===== config.mk =====
export PLATFORM = sky130hd
export DESIGN_NAME = reg_scoreboard
export DESIGN_NICKNAME = d
export VERILOG_FILES = /design/src/rtl/reg_scoreboard.sv
export SDC_FILE = /design/constraint.sdc
export NUM_CORES = 1
export LEC_CHECK = 0
export ABC_AREA = 1
export ABC_CLOCK_PERIOD_IN_PS = 3490
export BUFFER_PORTS_ARGS = -buffer_cell sky130_fd_sc_hd__buf_2
export CAP_MARGIN = 20
export CORE_MARGIN = 5
export CORE_UTILIZATION = 40
export CTS_CLUSTER_SIZE = 30
export DETAILED_ROUTE_END_ITERATION = 8
export GPL_TIMING_DRIVEN = 0
export SETUP_SLACK_MARGIN = 0.1
export SLEW_MARGIN = 20
export SYNTH_ARGS = -nofsm -noshare
export SYNTH_HDL_FRONTEND = slang
export SYNTH_SLANG_ARGS = --single-unit

===== constraint.sdc =====
create_clock -name clk -period 3.49 [get_ports clk]
set_input_delay 0.349 -clock clk [delete_from_list [all_inputs] [get_ports clk]]
set_output_delay 0.349 -clock clk [all_outputs]
set_load 0.005 [all_outputs]

===== src/rtl/reg_scoreboard.sv =====
// Register hazard scoreboard between id and ex: one pending-write bit per GPR,
// RAW/WAW stall generation, writeback clearing, and a saturating stall counter.
module reg_scoreboard #(
  parameter int NUM_REGS  = 32,
  parameter int ADDR_W    = 5,
  parameter int CNT_W     = 16,
  parameter int WB_BYPASS = 1
) (
  input  logic                clk,
  input  logic                rst,
  input  logic                id_valid_i,
  input  logic                reg1_re_i,
  input  logic [ADDR_W-1:0]   reg1_raddr_i,
  input  logic                reg2_re_i,
  input  logic [ADDR_W-1:0]   reg2_raddr_i,
  input  logic                reg_we_i,
  input  logic [ADDR_W-1:0]   reg_waddr_i,
  input  logic                ex_ready_i,
  input  logic                wb_we_i,
  input  logic [ADDR_W-1:0]   wb_waddr_i,
  input  logic                flush_i,
  output logic                issue_ready_o,
  output logic                stall_o,
  output logic [NUM_REGS-1:0] pending_o,
  output logic                busy_o,
  output logic                wb_err_o,
  output logic [CNT_W-1:0]    stall_cnt_o
);

  logic [NUM_REGS-1:0] pending_q, pending_d;
  logic                wb_err_q, wb_err_d;
  logic [CNT_W-1:0]    stall_cnt_q, stall_cnt_d;

  // One-hot decodes; bit 0 is never set so x0 can neither hazard nor be tracked.
  logic [NUM_REGS-1:0] rd1_sel, rd2_sel, wr_sel, wb_sel;
  logic [NUM_REGS-1:0] eff_pending;
  logic                haz, fire, wb_hit_pending;

  always_comb begin
    rd1_sel = '0;
    rd2_sel = '0;
    wr_sel  = '0;
    wb_sel  = '0;
    for (int r = 1; r < NUM_REGS; r++) begin
      rd1_sel[r] = reg1_re_i && (reg1_raddr_i == ADDR_W'(r));
      rd2_sel[r] = reg2_re_i && (reg2_raddr_i == ADDR_W'(r));
      wr_sel[r]  = reg_we_i  && (reg_waddr_i  == ADDR_W'(r));
      wb_sel[r]  = wb_we_i   && (wb_waddr_i   == ADDR_W'(r));
    end
  end

  always_comb begin
    if (WB_BYPASS != 0) begin
      eff_pending = pending_q & ~wb_sel;
    end else begin
      eff_pending = pending_q;
    end
    haz            = |((rd1_sel | rd2_sel | wr_sel) & eff_pending);
    wb_hit_pending = |(wb_sel & pending_q);
  end

  assign issue_ready_o = ex_ready_i && !haz && !flush_i;
  assign fire          = id_valid_i && issue_ready_o;
  assign stall_o       = id_valid_i && !issue_ready_o;

  // Priority per register: flush, then issue set, then writeback clear.
  always_comb begin
    pending_d = pending_q;
    for (int r = 1; r < NUM_REGS; r++) begin
      if (flush_i) begin
        pending_d[r] = 1'b0;
      end else if (fire && wr_sel[r]) begin
        pending_d[r] = 1'b1;
      end else if (wb_sel[r]) begin
        pending_d[r] = 1'b0;
      end
    end
    pending_d[0] = 1'b0;
  end

  // Addresses outside the register file never match, so they are flagged too.
  assign wb_err_d = wb_we_i && (wb_waddr_i != '0) && !wb_hit_pending && !flush_i;

  always_comb begin
    stall_cnt_d = stall_cnt_q;
    if (stall_o && (stall_cnt_q != {CNT_W{1'b1}})) begin
      stall_cnt_d = stall_cnt_q + 1'b1;
    end
  end

  always_ff @(posedge clk) begin
    if (rst) begin
      pending_q   <= '0;
      wb_err_q    <= 1'b0;
      stall_cnt_q <= '0;
    end else begin
      pending_q   <= pending_d;
      wb_err_q    <= wb_err_d;
      stall_cnt_q <= stall_cnt_d;
    end
  end

  assign pending_o   = pending_q;
  assign busy_o      = |pending_q;
  assign wb_err_o    = wb_err_q;
  assign stall_cnt_o = stall_cnt_q;

endmodule


Word-level counts from Yosys, hierarchy flattened

Cells that the tools add are included.

Add/subtract/negate cells: 1
Equality and inequality tests: 125
Muxes and demuxes: 62
Bitwise gates (word level): 6
Reductions and logical operators: 203

Operators by type and width:

| operator                                      | count |
|---|---|
| == test 5 bit, second input constant          | 64 |
| logical AND 1 bit                             | 163 |
| == test 5 x 4 -> 1 bit, second input constant | 32 |
| bitwise AND 32 bit                            | 3 |
| OR reduction 32 bit                           | 3 |
| == test 5 x 3 -> 1 bit, second input constant | 16 |
| OR 32 bit                                     | 2 |
| 2-to-1 mux 1 bit                              | 62 |
| nonzero test 2 bit                            | 31 |
| == test 5 x 2 -> 1 bit, second input constant | 8 |
| inverter 32 bit                               | 1 |
| == test 5 x 1 -> 1 bit, second input constant | 4 |
| adder 16 x 1 -> 16 bit, second input constant | 1 |
| inequality test 16 bit, second input constant | 1 |
| nonzero test 5 bit                            | 1 |
| logical NOT 1 bit                             | 4 |
| OR reduction 2 bit                            | 1 |

Flip-flop bits (word level): 49
Input bits: 29
Output and inout port bits: 52
Word-level logic and storage cells: 431

Depth between registers and ports, before layout

Gate-level depths: netlist (run 1).

Depth in word-level cells: 12
Mapped depth: 16
Mapped depth without buffers: 16

Worst setup path after synthesis (run 1)

OpenSTA, ideal clock, no wires.

Path type: input-to-output
From: input reg_we_i
To: output stall_o
Arrival: 1,711 ps
Required time: 3,141 ps
Setup slack: 1,430 ps
Stages: 14
Path buffers: 2
Path through: nand2_1 inv_1 clkbuf_1 nand3_1 nand3_1 nand2_1 nand2_1 nor2_1 nand2_1 nor2_2 nand2_4 buf_4 inv_1 nor2_1

Longest elaborated chain between the ends: 9
Elaborated cells between the ends (all ways): 39
Classes of those cells: 2 x bitwise; 37 x reduce/logical

RTL lines:

| element                          | line | text |
|---|---|---|
| start: declaration               | 16   | `input logic reg_we_i,` |
| logical AND 1 bit                | 47   | `wr_sel[r] = reg_we_i && (reg_waddr_i == ADDR_W'(r));` |
| OR 32 bit *                      | 58   | `haz = \|((rd1_sel \| rd2_sel \| wr_sel) & eff_pending);` |
| bitwise AND 32 bit *             | 58   |  |
| OR reduction 32 bit *            | 58   |  |
| logical NOT 1 bit *              | 62   | `assign issue_ready_o = ex_ready_i && !haz && !flush_i;` |
| logical AND 1 bit * (2 in a row) | 62   |  |
| named net issue_ready_o          | 22   | `output logic issue_ready_o,` |
| logical NOT 1 bit *              | 64   | `assign stall_o = id_valid_i && !issue_ready_o;` |
| logical AND 1 bit *              | 64   |  |
| end: declaration                 | 23   | `output logic stall_o,` |

Mark *: on every way through the listed nets, which the timed path passes. The rest lies on a longest branch.

Worst setup path in the final report (run 1)

From: input wb_waddr_i[1]
To: output stall_o

Longest elaborated chain between the ends: 11
Elaborated cells between the ends (all ways): 71
Classes of those cells: 31 x eq/ne; 3 x bitwise; 37 x reduce/logical

RTL lines:

| element                                              | line | text |
|---|---|---|
| start: declaration                                   | 20   | `input logic [ADDR_W-1:0] wb_waddr_i,` |
| == test 5 x 1 -> 1 bit, or another cell as far along | 48   | `wb_sel[r] = wb_we_i && (wb_waddr_i == ADDR_W'(r));` |
| logical AND 1 bit                                    | 48   |  |
| inverter 32 bit *                                    | 54   | `eff_pending = pending_q & ~wb_sel;` |
| bitwise AND 32 bit *                                 | 54   |  |
| bitwise AND 32 bit *                                 | 58   |  |
| OR reduction 32 bit *                                | 58   |  |
| logical NOT 1 bit *                                  | 62   |  |
| logical AND 1 bit * (2 in a row)                     | 62   |  |
| logical NOT 1 bit *                                  | 64   |  |
| logical AND 1 bit *                                  | 64   |  |

Mark *: on every way between the ends. The rest lies on a longest branch, timed or not.

==> results of run 1 <==
metal layers:
layer	vias up	global-route usage, %
li1	2534	-
met5	-	0
met1	2128	32.0
met4	0	9.38
met3	48	3.18
met2	247	37.0
cell usage in the layout, fill, tap and decap left out:
cell / count
sky130_fd_sc_hd__a21boi_1: 1
sky130_fd_sc_hd__nand3_1: 129
sky130_fd_sc_hd__or2_2: 1
sky130_fd_sc_hd__buf_6: 6
sky130_fd_sc_hd__buf_2: 82
sky130_fd_sc_hd__nor2_2: 5
sky130_fd_sc_hd__a311oi_1: 1
sky130_fd_sc_hd__nor2_1: 92
sky130_fd_sc_hd__nor2_4: 1
sky130_fd_sc_hd__nand4_1: 25
sky130_fd_sc_hd__clkbuf_1: 7
sky130_fd_sc_hd__nor4_1: 8
sky130_fd_sc_hd__conb_1: 1
sky130_fd_sc_hd__dlygate4sd3_1: 3
sky130_fd_sc_hd__nand2_4: 1
sky130_fd_sc_hd__nor3_1: 3
sky130_fd_sc_hd__ha_1: 1
sky130_fd_sc_hd__clkinv_4: 1
sky130_fd_sc_hd__o2111ai_1: 1
sky130_fd_sc_hd__nand2_2: 11
sky130_fd_sc_hd__xor2_1: 8
sky130_fd_sc_hd__nor2_8: 1
sky130_fd_sc_hd__a21oi_1: 34
sky130_fd_sc_hd__a21boi_0: 5
sky130_fd_sc_hd__xnor2_1: 5
sky130_fd_sc_hd__buf_4: 4
sky130_fd_sc_hd__inv_1: 112
sky130_fd_sc_hd__a21oi_2: 10
sky130_fd_sc_hd__nand3_4: 1
sky130_fd_sc_hd__nand3b_1: 3
sky130_fd_sc_hd__nand2_1: 204
sky130_fd_sc_hd__dfxtp_1: 48
sky130_fd_sc_hd__clkbuf_8: 5
sky130_fd_sc_hd__buf_1: 1
sky130_fd_sc_hd__o211ai_1: 1
sky130_fd_sc_hd__clkinv_2: 2
sky130_fd_sc_hd__o311ai_0: 1
cells by family after synthesis:
family          after synthesis  synth area share [%]
simple gates                485                  51.7
flops                        48                  22.9
buf+inv                     137                  14.3
compound gates               54                  8.03
other cells                   1                0.0894
xor+xnor                     13                  2.72
fa+ha+maj                     1                 0.298
sequential cells by signal, indices dropped and copies added (netlist names):
signal / count
pending_o: 31
stall_cnt_o: 16
wb_err_o: 1
cell type report:
type                            instances  area [um2]  share of cell area (%)
Buffer                                 25         178                    3.67
Clock buffer                            5        68.8                    1.42
Tap cell                              136         170                    3.52
Clock inverter                          3        18.8                   0.388
Inverter                              112         420                    8.68
Sequential cell                        48         961                    19.9
Multi-Input combinational cell        554        2630                    54.4
Timing Repair Buffer                   78         390                    8.06
synth_stat cells (4+ instances only):
library cell | number | area (um2)
sky130_fd_sc_hd__clkbuf_1 | 7 | 26.3
sky130_fd_sc_hd__buf_6 | 6 | 67.6
sky130_fd_sc_hd__nor2_1 | 92 | 345
sky130_fd_sc_hd__nand2_2 | 11 | 68.8
sky130_fd_sc_hd__dfxtp_1 | 48 | 961
sky130_fd_sc_hd__a21oi_1 | 34 | 170
sky130_fd_sc_hd__buf_2 | 4 | 20.0
sky130_fd_sc_hd__nor2_2 | 5 | 31.3
sky130_fd_sc_hd__xnor2_1 | 5 | 43.8
sky130_fd_sc_hd__a21oi_2 | 10 | 87.6
sky130_fd_sc_hd__inv_1 | 112 | 420
sky130_fd_sc_hd__nor4_1 | 8 | 50.1
sky130_fd_sc_hd__a21boi_0 | 5 | 37.5
sky130_fd_sc_hd__nand3_1 | 129 | 646
sky130_fd_sc_hd__buf_4 | 4 | 30.0
sky130_fd_sc_hd__nand4_1 | 25 | 156
sky130_fd_sc_hd__nand2_1 | 204 | 766
sky130_fd_sc_hd__xor2_1 | 8 | 70.1
worst paths after layout:
path         slack [ps]              end       startpoint
max                 770          stall_o    wb_waddr_i[1]
max reg2reg        1490   stall_cnt_o[4]   stall_cnt_o[0]
min                 270   stall_cnt_o[8]              rst
min reg2reg         490  stall_cnt_o[15]  stall_cnt_o[15]
critical path: stages:
cell                      delay [ps]
sky130_fd_sc_hd__buf_2           120
sky130_fd_sc_hd__inv_1            80
sky130_fd_sc_hd__nand2_1         150
sky130_fd_sc_hd__nor2_1          290
sky130_fd_sc_hd__nand2_1         120
sky130_fd_sc_hd__nand2_1         120
sky130_fd_sc_hd__inv_1            60
sky130_fd_sc_hd__nand2_1          60
sky130_fd_sc_hd__nand2_1          40
sky130_fd_sc_hd__nor2_1          130
sky130_fd_sc_hd__nand2_1          80
sky130_fd_sc_hd__nor2_1          170
sky130_fd_sc_hd__nand2_4         150
sky130_fd_sc_hd__buf_4           210
sky130_fd_sc_hd__inv_1            70
sky130_fd_sc_hd__nor2_1           40
sky130_fd_sc_hd__buf_2           130
power by group:
group          total (mW)  internal, mW  switching (mW)  leakage (nW)
Clock               0.339         0.140           0.199        0.0479
Combinational       0.207        0.0587           0.148          2.26
Sequential          0.554         0.550         0.00388         0.387
Total                1.10         0.749           0.351          2.69
==> impl.org, run 1 <==
** GRT
- After global routing the overflow that remains totals 0.
- Largest net degree at the start of global routing :: 16
- Antenna violations before repair :: 0
- The first global-routing pass estimated 24200 um of wire.
- Number of global-route vias before repair :: 4762
- In the global route stage, overall resource usage came out at 23.4%.

** Clock network
- Clock-pin slew was measured on the worst setup and hold paths at 90 ps.
- Root Driver :: sky130_fd_sc_hd__clkbuf_8
- Later-pin clock latency in the skew report :: 310 ps
- TritonCTS built the clock tree.
- For this design, the CTS-stage hold fixing added 0 buffers.
- The clock drives 48 sinks.
- In this run the deepest clock path goes through 2 buffers.
- CTS buffer count :: 5
- Gates resized during post-CTS repair numbered 0.
- Post-CTS Setup Inserts :: 0
- In this run the number of H-tree levels came out at 2.

** Synthesis
- Synthesized netlist cell count :: 739
- Synthesized area :: 4190 um2
- Share of flip-flops with an asynchronous set or reset :: 0%
- For this run, the register share of the synthesized area comes to 22.9%.
- Yosys mapped a number of flops with a built-in enable equal to 0.
- A synthesized cell averages 5.67 um2.
- Post-synth top flop :: sky130_fd_sc_hd__dfxtp_1
- Counting flops and latches in the post-synthesis netlist gives 48.
- Yosys Warn Count :: 0
- The number of nets handed over by synthesis was 769.
- The synthesized netlist contains 34 unique library cells.

** Timing
- Min Clock Period, post-route :: 2720 ps
- Slew Limit Fails :: 0
- Number of hold violations in the final report :: 0
- Worst-margin pin slew :: 626 ps
- Highest attainable clock frequency :: 367 MHz
- Final Cycle Share :: 78.1%
- Across all setup checks in the final design, the least slack found is 765 ps.
- Setup repair after global routing left no endpoint under its margin.
- Setup total negative slack :: 0 ps
- Headroom to the max-slew limit came out at 58.1%.
- Setup violation total in the final timing report :: 0
- Final worst clock skew :: 10.5 ps
- The tightest hold path in the finished design has a slack of 269 ps.

** Route
- Wire segments on met2 add up to 6280 um in the final route.
- In the final routed layout, each cell accounts on average for 15.2 um.
- The first routing iteration left 717 violations.
- In this run the remaining antenna-violating nets after routing total 0.
- The routed design has 14700 um of wire.
- After detailed routing, the number of remaining DRC violations is 0.
- Top layer reached by signal wires :: met4
- Via count :: 4957
- Summed over all nets, wire length on met3 after detailed routing comes to 1020 um.
- In the routed layout, each cell is associated on average with a via count of 5.16.
- Number of detailed-route iterations in the first pass :: 5
- The detailed router put a total of 6780 um of wire on met1.

** Setup path
- Counting cells, the worst reg-to-reg path comes to 9.
- The critical path is of the in2out type.
- STA puts the critical path data arrival time at 2380 ps.
- The worst setup path is captured at an output pin.
- In this run the worst path has a maximum fanout of 10.
- The worst setup path is launched from an input port.
- Data required time of the critical path :: 3140 ps

** Floorplanning
- Std-Cell Core Area :: 10300 um2
- Die Ht :: 112 um
- For this configuration, the core starts out at a cell density of 40.8%.
- Floorplan die area :: 12600 um2
- Die Span X :: 112 um
- Number of primary I/O pins :: 81
- Row generation in the floorplan step produced 37 rows.

** Finish
- Final core area utilization :: 47.1%
- Final standard cell count with taps included and fillers excluded :: 961
- In the final layout, the share of cells above drive strength 1 is 15.9%.
- After the last flow step, the layout net total stands at 854.
- From synthesis to final layout, the design area changed by 15.5%.
- The layout has 1163 filler cells.
- The repair_antennas step left the layout with diodes totalling 0.
- After routing the design area is 4840 um2.

** Placement
- Area after DPL :: 4750 um2
- Sum of net half-perimeters after detailed placement :: 12200 um
- Counting tap cells, the placed design contains a total of 953 instances.
- Routability-driven placement congestion ratio :: 0.982
- At the placement stage, the worst setup path has a slack of 770 ps.
- Count of buffers inserted at the top-level ports :: 78

** Power and ir drop
- Power after layout :: 1.10 mW
- For this design the static power due to leakage is 2.69 nW.
- Worst IR drop on VDD :: 125 uV
- Pwr dens :: 227 nW/um2

** Job
- Max-cap violations in this run came to 0.

** Worst hold path
- Path type of the worst min-delay path :: in2reg
- Counting instances, the worst hold path has a depth of 2.

** Outcome
- The flow ran to the end, and the final reports show no timing, DRC or antenna violations.
(Power assumes the default switching activity.)
==> inputs of run 2 (changes only) <==
Settings changed: ABC_AREA 1 to 0, ABC_CLOCK_PERIOD_IN_PS 3490 to 2200.
Clock period 3.49 ns to 2.2 ns, I/O delays scaled along.
==> impl.org, run 2 <==
** Finish
- Multi-input logic area :: 3150 um2
- The number of antenna diodes in the final layout is 0.
- Top library cells by usage in the layout, fill and taps aside :: sky130_fd_sc_hd__buf_2, sky130_fd_sc_hd__dfxtp_1, sky130_fd_sc_hd__nand2_1
- Max reg flops :: 31
- Cells fill 61.3% of the core in the end.
- After filler insertion, the fill cell instance count of the layout stands at 791.
- Relative to the synthesized area, the layout overhead comes to 51.9%.
- The post-route netlist has 49.1% of its cells at a drive strength greater than 1.
- Leaving out fill and tap cells, the most frequent cell in the layout is sky130_fd_sc_hd__buf_2.
- Post-layout net count :: 642
- Register area :: 961 um2
- Summing all non-filler instances in the final layout gives an area of 5560 um2.

** Power and ir drop
- The share of total power dissipated in the clock network is 36.8%.
- The analysis attributes to cell leakage a power of 1.96 nW.
- The internal portion of the total power is 1.53 mW.
- Combinational fraction of design power :: 22.2%
- Of the total power, the share spent switching nets is 28.4%.
- Switching power summed over all nets :: 0.607 mW
- In this run, flip-flops and latches consume 41.0% of the power.
- Across the VDD grid, the largest voltage drop is 350 uV.
- Pwr dens :: 384 nW/um2

** Timing
- Worst-margin pin slew :: 762 ps
- Setup repair after global routing could not meet its margin everywhere.
- The number of max-slew violations in the final report was 0.
- Worst-case setup margin in the final layout :: -310 ps
- Final Cycle Share :: 114%
- The routed design could run at a clock period as short as 2510 ps.
- On the final layout, the worst clock skew is 8.89 ps.
- Setup total negative slack on the finished layout was measured at -11030 ps.
- Timing would allow up to 398 MHz.
- Final Hold Slack :: 340 ps
- Number of hold violations in the final report :: 0
- Slew Limit Headroom :: 49.2%
- Setup violations remaining at the end of the flow were counted as 49.

** Synthesis
- Share of flip-flops with an asynchronous set or reset :: 0%
- Yosys top cell by area :: sky130_fd_sc_hd__dfxtp_1
- The number of different library cells used by synthesis comes to 54.
- Counting flops and latches in the post-synthesis netlist gives 48.
- In this run the cell area of the synthesized design comes to 3660 um2.
- EDFF count, synth :: 0
- Sorting the synthesized cells by how often they occur yields sky130_fd_sc_hd__a21oi_1, sky130_fd_sc_hd__dfxtp_1, sky130_fd_sc_hd__nand2_1, sky130_fd_sc_hd__nand3_1, sky130_fd_sc_hd__a22oi_1.
- The cell count after synthesis came out at 483.
- The synthesized design devotes to its leading area cell type 26.3% of total area.
- Leading cell types by total area after synthesis :: sky130_fd_sc_hd__dfxtp_1, sky130_fd_sc_hd__a21oi_1, sky130_fd_sc_hd__a22oi_1
- When the netlist entered floorplanning its net count stood at 513.
- By instance count, the leading cell after synthesis is sky130_fd_sc_hd__a21oi_1.
- In the synthesized netlist the dominant register cell turns out to be sky130_fd_sc_hd__dfxtp_1.
- For this run, the number of Yosys warnings is 0.
- Of the synthesized area, sequential elements account for 26.3%.
- Mean instance size in the synthesized netlist :: 7.58 um2

** Setup path
- Highest-delay cell along the critical path :: sky130_fd_sc_hd__or4b_4
- The cell that appears most often on the critical path is sky130_fd_sc_hd__buf_6.
- Crit path cell chain :: buf_6 > buf_6 > or4b_4 > o21ai_4 > a21oi_2 > nor4_2 > nand4_1 > nor2_2 > buf_4 > buf_6 > buf_8 > buf_6
- Tracing the worst setup path back leads to its startpoint at wb_waddr_i[4].
- At the worst endpoint, the arrival time is 2290 ps.
- Critical Path End :: issue_ready_o
- Critical path startpoint category :: input port
- Worst reg2reg endpoint :: stall_cnt_o[0]
- Data required time of the critical path :: 1980 ps
- CP endpoint kind :: output pin
- Of all nets on the critical path, the largest fanout is 5.
- Minimum setup slack among reg-to-reg paths :: -90 ps
- Counting cells, the worst reg-to-reg path comes to 12.
- The critical path is of the in2out type.
- Maximum single-stage delay on the critical path :: 580 ps
- R2r startpoint :: pending_o[30]

** Route
- The count of nets left with antenna violations once routing finished came out at 0.
- For this run, the detailed router's first-pass iteration total came to 6.
- DRC violation count after routing :: 0
- Final WL :: 15200 um
- After detailed routing, the number of vias per cell comes to 6.37.
- The detailed router finished its first iteration with 479 violations.
- The final route contains 4610 vias.
- In the final routed layout, each cell accounts on average for 20.9 um.

** Placement
- Before CTS, the worst setup slack after placement is -687 ps.
- Routability-driven placement congestion ratio :: 0.898
- Sum of net half-perimeters after detailed placement :: 10000 um
- Count of buffers inserted at the top-level ports :: 79
- Once placement finished, the instance area stood at 4200 um2.

** Clock network
- TritonCTS created 5 clock buffers.
- TritonCTS built the clock tree.
- After clock tree synthesis, the flow added hold-fix buffers numbering 0.
- In this run the deepest clock path goes through 2 buffers.
- After clock tree synthesis, the clock-pin slew on the worst setup and hold paths is 90 ps.
- Sinks on the clock net :: 48
- Root Driver :: sky130_fd_sc_hd__clkbuf_8
- The later pin in the worst-skew pair is clocked with a latency of 310 ps.
- In this run the number of H-tree levels came out at 2.

** Outcome
- The flow ran to the end, but the final reports show violations.
- Violated checks :: negative setup slack

** Floorplanning
- For this design the top-level I/O count stands at 81.
- The floorplan step set the die width to 106 um.
- The initialized floorplan defines 35 standard-cell rows.
- Die Ht :: 106 um
- The die covers 11200 um2.
- For this configuration, the core starts out at a cell density of 40.4%.
- Std-Cell Core Area :: 9060 um2

** Job
- Number of max-capacitance violations reported :: 0

** GRT
- Number of global-route vias before repair :: 4314
- The first global-routing pass estimated 22600 um of wire.
- Total routing usage reported by global routing :: 25.2%
- Largest net degree at the start of global routing :: 17
- Congestion Overflow GR :: 0
- Antenna violations before repair :: 0

** Worst hold path
- The worst hold path belongs to the class in2reg.
## run 2: cell count changes after synthesis, sizes merged, moves of 36 or more
| cell | delta |
|---|---|
| nor2 | -70 |
| nand3 | -91 |
| a22oi | +36 |
| nand2 | -170 |
| o21ai | +38 |
| inv | -112 |
## run 2: final cells by class
type	instances	share of cell area, %
buffer	41	5.13
clock buffer	5	1.24
clock inverter	3	1.24
multi-input combinational	394	56.6
sequential	48	17.3
tap	111	2.50
timing repair buffer	122	16.0
## run 2: worst min-delay path by stage
stage                               from               to  slack (ps)  cells past startpoint
after global placement    stall_cnt_o[1]   stall_cnt_o[1]         490                      2
after floorplan           reg_waddr_i[2]     pending_o[1]         430                      3
after detailed placement  stall_cnt_o[1]   stall_cnt_o[1]         500                      2
after global routing                 rst   stall_cnt_o[8]         350                      3
final                                rst  stall_cnt_o[10]         340                      3
after CTS                            rst  stall_cnt_o[10]         340                      3
## run 2: power groups by stage
stage / registers (mW) / logic (mW) / clock network [mW]
2_1_floorplan: 0.896 / 0.180 / 0
3_3_place_gp: 0.896 / 0.288 / 0
3_5_place_dp: 0.896 / 0.291 / 0
4_1_cts: 0.876 / 0.395 / 0.793
5_1_grt: 0.877 / 0.501 / 0.833
6_report: 0.876 / 0.474 / 0.786
## run 2: kinds of logic after synthesis
| group | count (synthesis) | synth area share [%] |
|---|---|---|
| AO/OA/AOI/OAI | 157 | 25.9 |
| other | 1 | 0.102 |
| AND/OR/NAND/NOR | 224 | 36.9 |
| buffers and inverters | 41 | 6.26 |
| multiplexers | 11 | 4.24 |
| flip-flops | 48 | 26.3 |
| adder cells (fa/ha/maj) | 1 | 0.342 |
## run 2: critical path, delay by kind of cell
kind	cells	cell delay [ps]
simple gates	4	1180
buf+inv	6	610
compound gates	2	260
## run 2: per-layer routing
metal | share of wire, % | GRT usage, % | up-vias
met2 | 48 | 42.2 | 269
met3 | 8.4 | 5.39 | 53
met4 | 4.2 | 10.3 | 0
li1 | - | - | 2099
met5 | 0 | 0 | -
met1 | 39 | 31.4 | 2189
## run 2: what timing repair did
action                                  in CTS  in global routing
cloned                                       6                  1
endpoints found under the setup margin      49                 49
pin swaps                                   50                 59
resized for setup                          114                127
setup buffers                               27                  9
## run 2: metrics by stage
| stage | power, mW | std cells |
|---|---|---|
| after floorplan | 1.08 | 483 |
| after global placement | 1.18 | 673 |
| after detailed placement | 1.19 | 673 |
| after CTS | 2.06 | 714 |
| after global routing | 2.21 | 724 |
| final | 2.14 | 724 |
